[config.mk]
export PLATFORM = sky130hd
export DESIGN_NAME = api_slave_flat
export DESIGN_NICKNAME = d
export VERILOG_FILES = /design/src/rtl/api_slave_pkg.sv /design/src/rtl/api_slave_if.sv /design/src/rtl/api_slave_fifo.sv /design/src/rtl/api_slave.sv /design/src/flat_wrapper.sv
export SDC_FILE = /design/constraint.sdc
export NUM_CORES = 1
export LEC_CHECK = 0
export CAP_MARGIN = 20
export CORE_MARGIN = 3
export CORE_UTILIZATION = 59
export DETAILED_ROUTE_END_ITERATION = 8
export PLACE_DENSITY = 0.77
export SYNTH_ARGS = -nofsm -noshare
export SYNTH_HDL_FRONTEND = slang
export SYNTH_SLANG_ARGS = --single-unit
[constraint.sdc]
create_clock -name clk -period 7.32 [get_ports clk]
set_input_delay 1.098 -clock clk [delete_from_list [all_inputs] [get_ports clk]]
set_output_delay 1.098 -clock clk [all_outputs]
set_load 0.02 [all_outputs]
[src/rtl/api_slave_pkg.sv]
// Shared constants and FSM encoding for the api serial-link slave.
package api_define;
    localparam int API_WORD_W = 32;
    localparam logic [API_WORD_W-1:0] API_IDLE_PAT = 32'hFFFF_FFFF;

    typedef enum logic [1:0] {
        ST_IDLE  = 2'd0,
        ST_ARM   = 2'd1,
        ST_SHIFT = 2'd2,
        ST_END   = 2'd3
    } api_state_e;
endpackage

[src/rtl/api_slave_if.sv]
// Serial link plus parallel rx/tx/frame signals of the api slave.
interface api_slave_if #(
    parameter int WORD_CNT_W = 8,
    parameter int TX_DEPTH   = 16
);
    import api_define::*;
    localparam int CNT_W = $clog2(TX_DEPTH) + 1;

    logic                  sck;
    logic                  mosi;
    logic                  load;
    logic                  miso;
    logic                  rx_vld;
    logic [API_WORD_W-1:0] rx_dat;
    logic [WORD_CNT_W-1:0] rx_idx;
    logic                  frame_done;
    logic [WORD_CNT_W-1:0] frame_words;
    logic                  frame_err;
    logic                  tx_wr_en;
    logic [API_WORD_W-1:0] tx_din;
    logic                  tx_full;
    logic [CNT_W-1:0]      tx_cnt;
    logic                  underrun;

    modport master (
        output sck, mosi, load, tx_wr_en, tx_din,
        input  miso, rx_vld, rx_dat, rx_idx, frame_done, frame_words, frame_err,
               tx_full, tx_cnt, underrun
    );

    modport slave (
        input  sck, mosi, load, tx_wr_en, tx_din,
        output miso, rx_vld, rx_dat, rx_idx, frame_done, frame_words, frame_err,
               tx_full, tx_cnt, underrun
    );
endinterface

[src/rtl/api_slave_fifo.sv]
// Single-clock first-word-fall-through FIFO holding reply words.
module api_slave_fifo #(
    parameter int DEPTH = 16,
    parameter int WIDTH = 32
) (
    input  logic                     clk,
    input  logic                     rst_n,
    input  logic                     wr_en_i,
    input  logic [WIDTH-1:0]         din_i,
    input  logic                     rd_en_i,
    output logic [WIDTH-1:0]         dout_o,
    output logic                     full_o,
    output logic                     empty_o,
    output logic [$clog2(DEPTH):0]   cnt_o
);
    localparam int AW = $clog2(DEPTH);

    logic [WIDTH-1:0] mem_q [DEPTH];
    logic [AW-1:0]    wr_ptr_q, rd_ptr_q;
    logic [AW:0]      cnt_q;
    logic             wr_ok, rd_ok;

    assign full_o  = (cnt_q == (AW+1)'(DEPTH));
    assign empty_o = (cnt_q == '0);
    assign cnt_o   = cnt_q;
    assign dout_o  = mem_q[rd_ptr_q];

    // A pop frees the slot a simultaneous push into a full FIFO needs.
    assign rd_ok = rd_en_i && !empty_o;
    assign wr_ok = wr_en_i && (!full_o || rd_en_i);

    always_ff @(posedge clk) begin
        if (wr_ok) mem_q[wr_ptr_q] <= din_i;
    end

    always_ff @(posedge clk or negedge rst_n) begin
        if (!rst_n) begin
            wr_ptr_q <= '0;
            rd_ptr_q <= '0;
            cnt_q    <= '0;
        end else begin
            if (wr_ok) wr_ptr_q <= wr_ptr_q + 1'b1;
            if (rd_ok) rd_ptr_q <= rd_ptr_q + 1'b1;
            case ({wr_ok, rd_ok})
                2'b10:   cnt_q <= cnt_q + 1'b1;
                2'b01:   cnt_q <= cnt_q - 1'b1;
                default: cnt_q <= cnt_q;
            endcase
        end
    end
endmodule

[src/rtl/api_slave.sv]
// api link target: oversamples sck/mosi/load, deserialises 32-bit words
// from mosi and shifts queued reply words onto miso.
module api_slave
    import api_define::*;
#(
    parameter int                    SYNC_STAGES = 2,
    parameter int                    TX_DEPTH    = 16,
    parameter logic [API_WORD_W-1:0] IDLE_PAT    = API_IDLE_PAT,
    parameter int                    WORD_CNT_W  = 8
) (
    input  logic       clk,
    input  logic       rst_n,
    api_slave_if.slave bus
);
    localparam int CNT_W = $clog2(TX_DEPTH) + 1;
    localparam int BIT_W = $clog2(API_WORD_W);

    function automatic logic [WORD_CNT_W-1:0] sat_inc(input logic [WORD_CNT_W-1:0] v);
        return (v == '1) ? v : v + 1'b1;
    endfunction

    logic [SYNC_STAGES-1:0] sck_sync_q, mosi_sync_q, load_sync_q;
    logic                   sck_prev_q, load_prev_q;
    logic                   sck_s, mosi_s, load_s;
    logic                   sck_rise, sck_fall, load_rise, load_fall;

    always_ff @(posedge clk or negedge rst_n) begin
        if (!rst_n) begin
            sck_sync_q  <= '0;
            mosi_sync_q <= '0;
            load_sync_q <= '1;
            sck_prev_q  <= 1'b0;
            load_prev_q <= 1'b1;
        end else begin
            sck_sync_q  <= {sck_sync_q[SYNC_STAGES-2:0], bus.sck};
            mosi_sync_q <= {mosi_sync_q[SYNC_STAGES-2:0], bus.mosi};
            load_sync_q <= {load_sync_q[SYNC_STAGES-2:0], bus.load};
            sck_prev_q  <= sck_s;
            load_prev_q <= load_s;
        end
    end

    assign sck_s     = sck_sync_q[SYNC_STAGES-1];
    assign mosi_s    = mosi_sync_q[SYNC_STAGES-1];
    assign load_s    = load_sync_q[SYNC_STAGES-1];
    assign sck_rise  = sck_s & ~sck_prev_q;
    assign sck_fall  = ~sck_s & sck_prev_q;
    assign load_rise = load_s & ~load_prev_q;
    assign load_fall = ~load_s & load_prev_q;

    logic                  fifo_rd, fifo_empty, tx_full;
    logic [API_WORD_W-1:0] fifo_head, next_word;
    logic [CNT_W-1:0]      tx_cnt;

    api_slave_fifo #(.DEPTH(TX_DEPTH), .WIDTH(API_WORD_W)) u_fifo (
        .clk     (clk),
        .rst_n   (rst_n),
        .wr_en_i (bus.tx_wr_en),
        .din_i   (bus.tx_din),
        .rd_en_i (fifo_rd),
        .dout_o  (fifo_head),
        .full_o  (tx_full),
        .empty_o (fifo_empty),
        .cnt_o   (tx_cnt)
    );

    assign next_word = fifo_empty ? IDLE_PAT : fifo_head;

    api_state_e            state_q, state_d;
    logic [BIT_W-1:0]      bit_cnt_q, bit_cnt_d;
    logic [WORD_CNT_W-1:0] word_cnt_q, word_cnt_d;
    logic [API_WORD_W-2:0] rx_shift_q, rx_shift_d;
    // miso_q is the reply MSB; tx_shift holds the 31 bits still to go.
    logic [API_WORD_W-2:0] tx_shift_q, tx_shift_d;
    logic                  miso_q, miso_d;
    logic                  rx_vld_q, rx_vld_d;
    logic [API_WORD_W-1:0] rx_dat_q, rx_dat_d;
    logic [WORD_CNT_W-1:0] rx_idx_q, rx_idx_d;
    logic                  frame_done_q, frame_done_d;
    logic [WORD_CNT_W-1:0] frame_words_q, frame_words_d;
    logic                  frame_err_q, frame_err_d;
    logic                  underrun_q, underrun_d;

    always_ff @(posedge clk or negedge rst_n) begin
        if (!rst_n) begin
            state_q       <= ST_IDLE;
            bit_cnt_q     <= '0;
            word_cnt_q    <= '0;
            rx_shift_q    <= '0;
            tx_shift_q    <= '0;
            miso_q        <= 1'b1;
            rx_vld_q      <= 1'b0;
            rx_dat_q      <= '0;
            rx_idx_q      <= '0;
            frame_done_q  <= 1'b0;
            frame_words_q <= '0;
            frame_err_q   <= 1'b0;
            underrun_q    <= 1'b0;
        end else begin
            state_q       <= state_d;
            bit_cnt_q     <= bit_cnt_d;
            word_cnt_q    <= word_cnt_d;
            rx_shift_q    <= rx_shift_d;
            tx_shift_q    <= tx_shift_d;
            miso_q        <= miso_d;
            rx_vld_q      <= rx_vld_d;
            rx_dat_q      <= rx_dat_d;
            rx_idx_q      <= rx_idx_d;
            frame_done_q  <= frame_done_d;
            frame_words_q <= frame_words_d;
            frame_err_q   <= frame_err_d;
            underrun_q    <= underrun_d;
        end
    end

    always_comb begin
        state_d       = state_q;
        bit_cnt_d     = bit_cnt_q;
        word_cnt_d    = word_cnt_q;
        rx_shift_d    = rx_shift_q;
        tx_shift_d    = tx_shift_q;
        miso_d        = miso_q;
        rx_dat_d      = rx_dat_q;
        rx_idx_d      = rx_idx_q;
        frame_words_d = frame_words_q;
        underrun_d    = underrun_q;
        rx_vld_d      = 1'b0;
        frame_done_d  = 1'b0;
        frame_err_d   = 1'b0;
        fifo_rd       = 1'b0;

        case (state_q)
            ST_IDLE: begin
                miso_d = 1'b1;
                if (load_fall) state_d = ST_ARM;
            end
            ST_ARM: begin
                fifo_rd    = 1'b1;
                miso_d     = next_word[API_WORD_W-1];
                tx_shift_d = next_word[API_WORD_W-2:0];
                underrun_d = underrun_q | fifo_empty;
                bit_cnt_d  = '0;
                word_cnt_d = '0;
                state_d    = load_rise ? ST_END : ST_SHIFT;
            end
            ST_SHIFT: begin
                // Deselect wins over a coincident sck edge.
                if (load_rise) begin
                    state_d = ST_END;
                end else if (sck_rise) begin
                    rx_shift_d = {rx_shift_q[API_WORD_W-3:0], mosi_s};
                    bit_cnt_d  = bit_cnt_q + 1'b1;
                    if (bit_cnt_q == BIT_W'(API_WORD_W-1)) begin
                        rx_vld_d   = 1'b1;
                        rx_dat_d   = {rx_shift_q, mosi_s};
                        rx_idx_d   = word_cnt_q;
                        word_cnt_d = sat_inc(word_cnt_q);
                    end
                end else if (sck_fall) begin
                    if (bit_cnt_q != '0) begin
                        miso_d     = tx_shift_q[API_WORD_W-2];
                        tx_shift_d = {tx_shift_q[API_WORD_W-3:0], 1'b0};
                    end else if (word_cnt_q != '0) begin
                        fifo_rd    = 1'b1;
                        miso_d     = next_word[API_WORD_W-1];
                        tx_shift_d = next_word[API_WORD_W-2:0];
                        underrun_d = underrun_q | fifo_empty;
                    end
                end
            end
            ST_END: begin
                frame_done_d  = 1'b1;
                frame_words_d = word_cnt_q;
                frame_err_d   = (bit_cnt_q != '0);
                miso_d        = 1'b1;
                state_d       = ST_IDLE;
            end
            default: state_d = ST_IDLE;
        endcase
    end

    assign bus.miso        = miso_q;
    assign bus.rx_vld      = rx_vld_q;
    assign bus.rx_dat      = rx_dat_q;
    assign bus.rx_idx      = rx_idx_q;
    assign bus.frame_done  = frame_done_q;
    assign bus.frame_words = frame_words_q;
    assign bus.frame_err   = frame_err_q;
    assign bus.tx_full     = tx_full;
    assign bus.tx_cnt      = tx_cnt;
    assign bus.underrun    = underrun_q;
endmodule
[src/flat_wrapper.sv]
// flat-port wrapper written by rule: the top's interface ports become plain ports
module api_slave_flat import api_define::*;
#(
    parameter int                    SYNC_STAGES = 2,
    parameter int                    TX_DEPTH    = 16,
    parameter logic [API_WORD_W-1:0] IDLE_PAT    = API_IDLE_PAT,
    parameter int                    WORD_CNT_W  = 8
)
  (clk, rst_n, bus_sck, bus_mosi, bus_load, bus_tx_wr_en, bus_tx_din, bus_miso, bus_rx_vld, bus_rx_dat, bus_rx_idx, bus_frame_done, bus_frame_words, bus_frame_err, bus_tx_full, bus_tx_cnt, bus_underrun);
  api_slave_if #(.WORD_CNT_W(WORD_CNT_W), .TX_DEPTH(TX_DEPTH)) bus_i ();
  input  logic clk;
  input  logic rst_n;
  input wire logic [$bits(bus_i.sck)-1:0] bus_sck;
  input wire logic [$bits(bus_i.mosi)-1:0] bus_mosi;
  input wire logic [$bits(bus_i.load)-1:0] bus_load;
  input wire logic [$bits(bus_i.tx_wr_en)-1:0] bus_tx_wr_en;
  input wire logic [$bits(bus_i.tx_din)-1:0] bus_tx_din;
  output wire logic [$bits(bus_i.miso)-1:0] bus_miso;
  output wire logic [$bits(bus_i.rx_vld)-1:0] bus_rx_vld;
  output wire logic [$bits(bus_i.rx_dat)-1:0] bus_rx_dat;
  output wire logic [$bits(bus_i.rx_idx)-1:0] bus_rx_idx;
  output wire logic [$bits(bus_i.frame_done)-1:0] bus_frame_done;
  output wire logic [$bits(bus_i.frame_words)-1:0] bus_frame_words;
  output wire logic [$bits(bus_i.frame_err)-1:0] bus_frame_err;
  output wire logic [$bits(bus_i.tx_full)-1:0] bus_tx_full;
  output wire logic [$bits(bus_i.tx_cnt)-1:0] bus_tx_cnt;
  output wire logic [$bits(bus_i.underrun)-1:0] bus_underrun;
  assign bus_i.sck = bus_sck;
  assign bus_i.mosi = bus_mosi;
  assign bus_i.load = bus_load;
  assign bus_i.tx_wr_en = bus_tx_wr_en;
  assign bus_i.tx_din = bus_tx_din;
  assign bus_miso = bus_i.miso;
  assign bus_rx_vld = bus_i.rx_vld;
  assign bus_rx_dat = bus_i.rx_dat;
  assign bus_rx_idx = bus_i.rx_idx;
  assign bus_frame_done = bus_i.frame_done;
  assign bus_frame_words = bus_i.frame_words;
  assign bus_frame_err = bus_i.frame_err;
  assign bus_tx_full = bus_i.tx_full;
  assign bus_tx_cnt = bus_i.tx_cnt;
  assign bus_underrun = bus_i.underrun;
  api_slave #(.SYNC_STAGES(SYNC_STAGES), .TX_DEPTH(TX_DEPTH), .IDLE_PAT(IDLE_PAT), .WORD_CNT_W(WORD_CNT_W)) u_core (.clk(clk), .rst_n(rst_n), .bus(bus_i));
endmodule
==> out/results.ini, run 1 <==
[outcome]
status = finished, final reports clean

[sta]
finalCritPeriodShare_pct = 53.8
fmax_mhz = 254
slew-limit-headroom_pct = 30.4
setup_tns_ns = 0
hold_violations = 0
rsz0062_at_grt = no
hold_ws_ns = 0.353
skew_ns = 0.0241
finalSetupViolCount = 0
tightestPinTransition_ns = 1.04
drv_slew = 0
fin_ws_ns = 3.38
period_minus_slack_ns = 3.94

[clocking]
htree_levels = 3
clock_latency_ns = 0.60
cts_buffers = 67
cts_resized = 0
cts_setup_buffers = 0
cts.clk_slew.worst_paths_ns = 0.06
cts_tree = yes
clkSinkCount = 663
cts-root-buf = clkbuf_16
cts_buffer_depth = 3
holdBufCountCts = 0

[min_path]
hold_path_class = reg2reg

[routing]
drt-total-wl_mm = 52.4
drtPass1Iterations = 5
drt_iter0_drc = 1319
final_antenna_net_count = 0
wl_per_cell_um = 23.9
vias = 13487
vias_per_cell = 6.16
drc = 0

[logic_synthesis]
synth.area.top_cells = edfxtp_1, dfrtp_1, mux4_2, mux2i_1, mux2_2
syn_area_per_cell_um2 = 18.1
yosysTopAreaCell = edfxtp_1
ys_ff_latch = 663
yosysWarnings = 0
syn_inst = 1436
ys_types = 55
synth_seq_area_share_pct = 73.9
ys.flop_type = edfxtp_1
syn_nets = 1494
async_reset_ff_share_pct = 22.8
synth_edf_count = 512
synth_top_area_share_pct = 59.3
syn_area_um2 = 25900

[global_routing]
grt_use_total_pct = 23.0
antenna_found_initial = 1
grt_pass1_wl_mm = 82.0
grt_pass1_vias = 14003
grt_max_degree = 78
grt-ovfl-total = 0

[floorplanning]
die_w_um = 216
rows = 76
die_y_um = 216
core_area_um2 = 43300
start_util_pct = 60.0
dieArea_um2 = 46500
pin_count = 97

[worst_setup_path]
critPathMaxFanout = 15
start_kind = register
endpoint_kind = register
path_class = reg2reg
cp_top_family = compound AO/OA/AOI/OAI gates
arrival_ns = 4.44
ff2ff_path_depth = 13
crit_slowest_cell = o32a_1
setup.worst_path.end = u_core.u_fifo.cnt_o[4]$_DFFE_PN0P_
crit_start = u_core.word_cnt_q[0]$_DFFE_PN0P_
cp_num_cells = 13
r2r_slack_ns = 3.38
r2r_end = u_core.u_fifo.cnt_o[4]$_DFFE_PN0P_
max_stage_delay_ns = 0.71
crit_buf_inv = 2
timing.rr.start = u_core.word_cnt_q[0]$_DFFE_PN0P_
path_cells = inv_1 -> ha_1 -> nor4b_1 -> a211o_1 -> o32a_1 -> ha_1 -> inv_1 -> fa_1 -> nor2b_1 -> o21ai_0 -> and3_1 -> nor3_1 -> xor2_1
cp.required_ns = 7.82

[cells_and_area]
fin_cells = 2188
design_area_um2 = 29700
antennaDiodeCount = 0
layout-drive-gt1-share_pct = 21.0
area_delta_synth_final_pct = 14.4
nets = 1610
finish.utilization_pct = 68.6

[placed_design]
dp_slack_ns = 3.11
port_buffers = 96
place_hpwl_mm = 29.6
placed_area_um2 = 27600
gp_congestion = 0.771
dp_cells = 2065

[pwr]
p_clk_share_pct = 29.4
swShare_pct = 30.5
p_total_mw = 10.8
seqPwrFrac_pct = 44.5
switching_power_mw = 3.30
p_int_mw = 7.51
power_density_nw_per_um2 = 364
p_leak_nw = 10.6
worst_ir_drop_vdd_uv = 273
combPwrFrac_pct = 26.1

[job]
cap_violations = 0

power by group through the flow:
stage | Combinational [mW] | Sequential, mW | Clock [mW]
floorplan | 2.11 | 4.74 | 0
global placement | 2.72 | 4.86 | 0
detailed placement | 2.80 | 4.89 | 0
CTS | 2.83 | 4.82 | 3.23
global route | 3.04 | 4.86 | 3.38
finish | 2.82 | 4.82 | 3.18
flip-flops by register name (all words and copies together) (netlist names), 2 cells and up:
name	count
u_core.bus.rx_dat	32
u_core.load_sync_q	2
u_core.tx_shift_q	31
u_core.bus.rx_idx	8
u_core.bus.frame_words	8
u_core.mosi_sync_q	2
u_core.u_fifo.cnt_o	5
u_core.sck_sync_q	2
u_core.bit_cnt_q	5
u_core.u_fifo.rd_ptr_q	4
u_core.u_fifo.mem_q	512
u_core.u_fifo.wr_ptr_q	4
u_core.state_q	2
u_core.word_cnt_q	8
u_core.rx_shift_q	31
cells in the final DEF (no fill, tap or decap), types with 5 or more instances in the layout:
cell             instances
clkinv_2                15
nand3_1                  7
inv_1                   21
a221oi_1                32
and3_1                   6
mux2i_1                103
clkbuf_1                18
mux2_2                  51
a31oi_1                 32
clkbuf_16               67
nor2_4                   5
dfrtp_1                145
clkinv_1                 5
xnor2_1                  5
mux4_2                  94
clkbuf_8                 7
ha_1                    19
nand2_1                119
nor2_1                   9
buf_4                   26
a22oi_1                 30
o21ai_0                 48
or2_2                   32
a21oi_1                 11
clkdlybuf4s50_1         95
edfxtp_1               512
xor2_1                   5
cells by family after synthesis:
family / synth area share [%]
DFF: 73.9
muxes: 14.3
and+or+nand+nor: 4.04
AOI/OAI and AO/OA: 4.62
buffers and inverters: 1.80
adders and majority gates: 0.994
xor gates and xnor gates: 0.338
cell usage after synthesis, drive strengths merged (11+ instances only):
master / n
edfxtp: 512
dfrtp: 147
nand2: 119
mux2i: 103
mux4: 94
mux2: 51
o21ai: 48
buf: 42
clkbuf: 37
a221oi: 32
a31oi: 32
or2: 32
a22oi: 30
inv: 22
ha: 19
nor2: 15
a21oi: 11
routing by layer:
layer | global-route usage (%) | part of all wire [%] | up-vias | wire length, um
met5 | 0 | 0 | - | 0
met3 | 3.93 | 7.0 | 97 | 3690
li1 | - | - | 5884 | -
met2 | 38.1 | 50 | 523 | 26100
met1 | 31.7 | 40 | 6983 | 21100
met4 | 7.51 | 2.8 | 0 | 1460
final cells by class:
type / count / area [um^2]
flip-flops and latches: 663 / 19200
fillers: 2733 / 13600
multi-input cells: 672 / 6420
clock buffers: 92 / 1840
repair buffers: 126 / 1250
well taps: 585 / 732
clock inverters: 28 / 198
inverters: 22 / 82.6
how the worst min path moves through the flow:
stage / startpoint / endpoint / slack (ns) / cells past startpoint
6_report: u_core.mosi_sync_q[0]$_DFF_PN0_ / u_core.mosi_sync_q[1]$_DFF_PN0_ / 0.35 / 0
5_1_grt: u_core.mosi_sync_q[0]$_DFF_PN0_ / u_core.mosi_sync_q[1]$_DFF_PN0_ / 0.36 / 0
4_1_cts: u_core.mosi_sync_q[0]$_DFF_PN0_ / u_core.mosi_sync_q[1]$_DFF_PN0_ / 0.36 / 0
3_5_place_dp: u_core.mosi_sync_q[0]$_DFF_PN0_ / u_core.mosi_sync_q[1]$_DFF_PN0_ / 0.34 / 0
3_3_place_gp: u_core.mosi_sync_q[0]$_DFF_PN0_ / u_core.mosi_sync_q[1]$_DFF_PN0_ / 0.34 / 0
2_1_floorplan: u_core.mosi_sync_q[0]$_DFF_PN0_ / u_core.mosi_sync_q[1]$_DFF_PN0_ / 0.33 / 0
Power figures use the tool's default switching activity.
==> run 2: changes to the inputs <==
Clock period 7.32 ns to 3.9 ns, I/O delays scaled along.
==> out/results.ini, run 2 (same netlist as run 1, synthesis figures left out) <==
[sta]
finalSetupViolCount = 0  ; unchanged
fmax_mhz = 296  ; +17%
skew_ns = 0.0133  ; -0.0108 ns
drv_slew = 0  ; unchanged
tightestPinTransition_ns = 0.832  ; -0.209 ns
finalCritPeriodShare_pct = 86.6  ; +33 points
period_minus_slack_ns = 3.38  ; -0.560 ns
slew-limit-headroom_pct = 44.4  ; +14 points
hold_violations = 0  ; unchanged
rsz0062_at_grt = no

[cells_and_area]
nFillCells = 2705  ; -1.0%
layout_commonest_cell = edfxtp_1
multi_input_area_um2 = 6410  ; -0.16%
area_delta_synth_final_pct = 15.5
largest_register_ffs = 512  ; unchanged
layout-drive-gt1-share_pct = 22.3  ; +1.2 points
regMostFlops = u_core.u_fifo.mem_q
nets = 1636  ; +1.6%
finish.utilization_pct = 69.2  ; +0.63 points
seq_area_um2 = 19200  ; unchanged
mostFrequentLayoutCells = edfxtp_1, dfrtp_1, nand2_1, mux2i_1, clkdlybuf4s50_1

[outcome]
status = finished, final reports clean

[routing]
drtPass1Iterations = 5  ; unchanged
final_antenna_net_count = 0  ; unchanged
drt-total-wl_mm = 55.6  ; +6.1%
vias = 13827  ; +2.5%
drc = 0  ; unchanged
drt_iter0_drc = 1533  ; +16%
vias_per_cell = 6.23  ; +1.1%
wl_per_cell_um = 25.1  ; +4.7%

[worst_setup_path]
start_kind = register
r2r_slack_ns = 0.52  ; -2.86 ns
cp.required_ns = 4.39  ; -3.43 ns
path_class = reg2reg
endpoint_kind = register
critPathMaxFanout = 5  ; -10
arrival_ns = 3.87  ; -0.57 ns

[global_routing]
grt_max_degree = 80  ; +2.6%
grt-ovfl-total = 0  ; unchanged
grt_pass1_wl_mm = 86.4  ; +5.4%
grt_use_total_pct = 24.4  ; +1.4 points
antenna_found_initial = 2  ; +1
grt_pass1_vias = 14569  ; +4.0%

[pwr]
switching_power_mw = 6.31  ; +91%
p_clk_share_pct = 29.9  ; +0.5 points
power_density_nw_per_um2 = 694  ; +90%
p_total_mw = 20.8  ; +92%
combPwrFrac_pct = 26.9  ; +0.8 points
worst_ir_drop_vdd_uv = 456  ; +67%
seqPwrFrac_pct = 43.2  ; -1.3 points
p_leak_nw = 10.8  ; +1.5%
p_int_mw = 14.5  ; +93%
swShare_pct = 30.3  ; -0.20 points

[clocking]
cts_setup_buffers = 0  ; unchanged
clock_latency_ns = 0.58  ; -0.02 ns
cts_buffer_depth = 3  ; unchanged
cts_resized = 0  ; unchanged
htree_levels = 3  ; unchanged
clkSinkCount = 663  ; unchanged
cts-root-buf = clkbuf_16
cts_buffers = 66  ; -1.5%
cts.clk_slew.worst_paths_ns = 0.06  ; about the same
cts_tree = yes
holdBufCountCts = 0  ; unchanged

[floorplanning]
dieArea_um2 = 46500  ; unchanged
pin_count = 97  ; unchanged
die_y_um = 216  ; unchanged
die_w_um = 216  ; unchanged
rows = 76  ; unchanged
core_area_um2 = 43300  ; unchanged
start_util_pct = 60.0  ; unchanged

[placed_design]
port_buffers = 96  ; unchanged
place_hpwl_mm = 32.9  ; +11%
gp_congestion = 0.826  ; +7.1%

[job]
cap_violations = 0  ; unchanged

[min_path]
hold_path_class = in2async

run 2: cell types whose count changed in the layout (fill, tap and decap cells not counted), moves of 3 or more:
cell and delta:
buf_4 +29, clkinv_2 -4, clkinv_1 +4, clkbuf_16 +4
clkinvlp_4 +4, clkbuf_8 -3, bufinv_16 +3
run 2: path summary, 6_finish.rpt:
kind,from,to,depth (start not counted)
worst max register to register,u_core.word_cnt_q[0]$_DFFE_PN0P_,u_core.u_fifo.cnt_o[4]$_DFFE_PN0P_,13
worst min register to register,u_core.mosi_sync_q[0]$_DFF_PN0_,u_core.mosi_sync_q[1]$_DFF_PN0_,0
max in group asynchronous,rst_n,u_core.bus.rx_dat[30]$_DFFE_PN0P_,2
worst max-delay path,u_core.word_cnt_q[0]$_DFFE_PN0P_,u_core.u_fifo.cnt_o[4]$_DFFE_PN0P_,13
worst min-delay path,rst_n,u_core.u_fifo.cnt_o[2]$_DFFE_PN0P_,1
min in group clk,u_core.mosi_sync_q[0]$_DFF_PN0_,u_core.mosi_sync_q[1]$_DFF_PN0_,0
run 2: metrics by stage:
| step | worst slack (ns) | cell area [um^2] | TNS, ns | hold WS [ns] | cells |
|---|---|---|---|---|---|
| after floorplan | -1.31 | 25900 | -224.57 | 0.289 | 1436 |
| after global placement | 0.628 | 27800 | 0 | 0.343 | 2095 |
| after detailed placement | 0.536 | 27800 | 0 | 0.340 | 2095 |
| after CTS | 0.507 | 30000 | 0 | 0.0770 | 2216 |
| after global routing | 0.170 | 30000 | 0 | 0.108 | 2218 |
| final | 0.521 | 30000 | 0 | 0.0580 | 2218 |
run 2: per-layer routing:
layer  share of wire, %  routed length, um  vias to the layer above  global-route usage (%)
li1                   -                  -                     5943                       -
met3                7.1               3930                       99                    4.07
met5                  0                  0                        -                       0
met4                2.4               1340                        0                    8.00
met2                 50              28000                      565                    40.8
met1                 40              22400                     7220                    33.4
run 2: power groups by stage:
stage | registers (mW) | logic, mW | clock network, mW
after CTS | 8.98 | 5.60 | 6.32
after global placement | 9.06 | 5.41 | 0
after detailed placement | 9.11 | 5.54 | 0
final | 8.98 | 5.58 | 6.22
after global routing | 9.05 | 5.99 | 6.60
after floorplan | 8.89 | 3.96 | 0
run 2: area by class of cell:
cell class / count / area share, %
flip-flops and latches: 663 / 64.0
multi-input cells: 672 / 21.4
clock buffers: 91 / 6.31
repair buffers: 153 / 4.72
well taps: 585 / 2.44
clock inverters: 30 / 0.856
inverters: 22 / 0.276
diodes: 2 / 0.0167
run 2: critical path: stages (launching register included):
cell and delay, ns:
dfrtp_1 0.38, inv_1 0.09, ha_1 0.20, nor4b_1 0.17
a211o_1 0.34, a2111oi_4 0.54, ha_1 0.32, inv_1 0.10
fa_1 0.41, nor2b_1 0.12, o21ai_0 0.10, and3_1 0.20
nor3_1 0.17, xor2_1 0.16
==> run 3: changes to the inputs <==
Settings changed: CORE_UTILIZATION 59 to 55, PLACE_DENSITY 0.77 to 0.76, SETUP_SLACK_MARGIN from default to 0.1.
Clock period 3.9 ns to 3.1 ns, I/O delays scaled along.
==> out/results.ini, run 3 (same netlist as run 1, synthesis figures left out) <==
[worst_setup_path]
arrival_ns = 3.48  ; -0.39 ns
critPathMaxFanout = 4  ; -1
start_kind = register
ff2ff_path_depth = 13  ; unchanged
path_class = reg2reg
endpoint_kind = register
r2r_slack_ns = 0.12  ; -0.40 ns
timing.rr.start = u_core.word_cnt_q[0]$_DFFE_PN0P_
cp.required_ns = 3.60  ; -0.79 ns
r2r_end = u_core.u_fifo.cnt_o[4]$_DFFE_PN0P_

[cells_and_area]
regMostFlops = u_core.u_fifo.mem_q
multi_input_area_um2 = 6510  ; +1.6%
area_delta_synth_final_pct = 17.1
seq_area_um2 = 19200  ; unchanged
design_area_um2 = 30400  ; +1.4%
antennaDiodeCount = 0  ; -2
mostFrequentLayoutCells = edfxtp_1, dfrtp_1, nand2_1, mux2i_1, clkdlybuf4s50_1
nets = 1664  ; +1.7%
largest_register_ffs = 512  ; unchanged
nFillCells = 2974  ; +9.9%
layout_commonest_cell = edfxtp_1
layout-drive-gt1-share_pct = 23.8  ; +1.6 points

[global_routing]
grt_use_total_pct = 23.5  ; -0.89 points
antenna_found_initial = 0  ; -2
met1_usage_pct = 32.2  ; -1.2 points
grt-ovfl-total = 0  ; unchanged
grt_pass1_vias = 14247  ; -2.2%
grt.busiest_layer = met2
grt_pass1_wl_mm = 88.1  ; +1.9%
grt_max_degree = 73  ; -8.8%
grtUsageMet3_pct = 4.79  ; +0.72 points
use_met2_pct = 38.6  ; -2.2 points

[routing]
drt-total-wl_mm = 57.5  ; +3.5%
drtPass1Iterations = 5  ; unchanged
vias = 13894  ; +0.48%
drt_iter0_drc = 1762  ; +15%
final_antenna_net_count = 0  ; unchanged
drc = 0  ; unchanged
wl_per_cell_um = 25.5  ; +1.8%
vias_per_cell = 6.16  ; -1.1%

[placed_design]
place_hpwl_mm = 35.5  ; +7.9%
port_buffers = 96  ; unchanged
placed_area_um2 = 28200  ; +1.3%
gp_congestion = 0.828  ; +0.31%

[outcome]
status = finished, final reports clean

[clocking]
cts_buffer_depth = 3  ; unchanged
cts_buffers = 67  ; +1.5%
clkSinkCount = 663  ; unchanged
cts.clk_slew.worst_paths_ns = 0.06  ; about the same
clock_latency_ns = 0.60  ; +0.02 ns
cts-root-buf = clkbuf_16
cts_tree = yes
htree_levels = 3  ; unchanged

[floorplanning]
dieArea_um2 = 49800  ; +7.1%
start_util_pct = 56.4  ; -3.5 points
core_area_um2 = 46000  ; +6.2%
pin_count = 97  ; unchanged
die_y_um = 223  ; +3.5%
die_w_um = 223  ; +3.5%
rows = 78  ; +2.6%

[sta]
slew-limit-headroom_pct = 45.8  ; +1.3 points
period_minus_slack_ns = 2.98  ; -0.403 ns
hold_ws_ns = 0.341  ; +0.283 ns
tightestPinTransition_ns = 0.813  ; -0.0192 ns
hold_violations = 0  ; unchanged
skew_ns = 0.0274  ; +0.0141 ns
rsz0062_at_grt = yes
finalCritPeriodShare_pct = 96.0  ; +9.4 points
finalSetupViolCount = 0  ; unchanged
fmax_mhz = 336  ; +14%
drv_slew = 0  ; unchanged

[pwr]
worst_ir_drop_vdd_uv = 572  ; +25%
p_leak_nw = 11.0  ; +1.9%
power_density_nw_per_um2 = 877  ; +27%
p_total_mw = 26.6  ; +28%

[min_path]
hold_path_class = in2reg
hp-start = bus_load
hold_depth = 1
min_to = u_core.load_sync_q[0]$_DFF_PN1_

[job]
cap_violations = 0  ; unchanged

run 3: layout make-up:
| class | instances | area share, % |
|---|---|---|
| flip-flops and latches | 663 | 63.1 |
| multi-input cells | 672 | 21.4 |
| clock buffers | 85 | 5.98 |
| repair buffers | 180 | 5.69 |
| well taps | 600 | 2.47 |
| clock inverters | 32 | 1.05 |
| inverters | 22 | 0.272 |
run 3: routing by layer:
layer,up-vias,routed length (um)
li1,5987,-
met2,601,28700
met3,116,4170
met1,7190,23000
met5,-,0
met4,0,1640
run 3: metrics by stage:
step	worst slack, ns	utilization (%)	setup TNS [ns]	std cells
final	0.124	66.1	0	2254
after global routing	-0.0188	66.1	-0.0188	2254
after CTS	0.0605	66.0	0	2252
after detailed placement	0.0298	61.3	0	2131
after global placement	0.0816	61.3	0	2131
after floorplan	-0.364	-	-49.82	1436
run 3: report_power, final:
part           switching, mW  total, mW  internal (mW)  leakage [nW]
logic                   4.42       7.59           3.17          3.36
clock network           3.21       7.85           4.64          1.04
registers              0.536       11.2           10.7          6.58
run 3: how the worst max path moves through the flow:
stage                                                start                               endpoint  slack, ns  cells after the start
after detailed placement  u_core.word_cnt_q[0]$_DFFE_PN0P_     u_core.u_fifo.cnt_o[4]$_DFFE_PN0P_       0.03                     13
after floorplan           u_core.word_cnt_q[1]$_DFFE_PN0P_   u_core.u_fifo.mem_q[12][0]$_DFFE_PP_      -0.36                      7
after global placement     u_core.bit_cnt_q[1]$_DFFE_PN0P_  u_core.u_fifo.mem_q[13][24]$_DFFE_PP_       0.08                     10
final                     u_core.word_cnt_q[0]$_DFFE_PN0P_     u_core.u_fifo.cnt_o[4]$_DFFE_PN0P_       0.12                     13
after global routing      u_core.word_cnt_q[0]$_DFFE_PN0P_     u_core.u_fifo.cnt_o[4]$_DFFE_PN0P_      -0.02                     13
after CTS                 u_core.word_cnt_q[0]$_DFFE_PN0P_     u_core.u_fifo.cnt_o[4]$_DFFE_PN0P_       0.06                     13
run 3: what timing repair did:
item                                    CTS  global route
gates resized for setup                   2             6
hold buffers                              1             0
endpoints found under the setup margin   45            54
pin swaps                                 1             5
setup buffers                             3             2
hold endpoints to repair                 54             0
run 3: worst max-delay path: stages (launching register included):
cell and delay [ns]:
dfrtp_1 0.35, inv_2 0.05, ha_2 0.17, nor4b_4 0.13, a211o_1 0.32, a2111oi_4 0.40, ha_2 0.30, inv_2 0.06
fa_2 0.35, nor2b_1 0.14, o21ai_1 0.09, and3_1 0.19, nor3_2 0.18, xor2_1 0.16
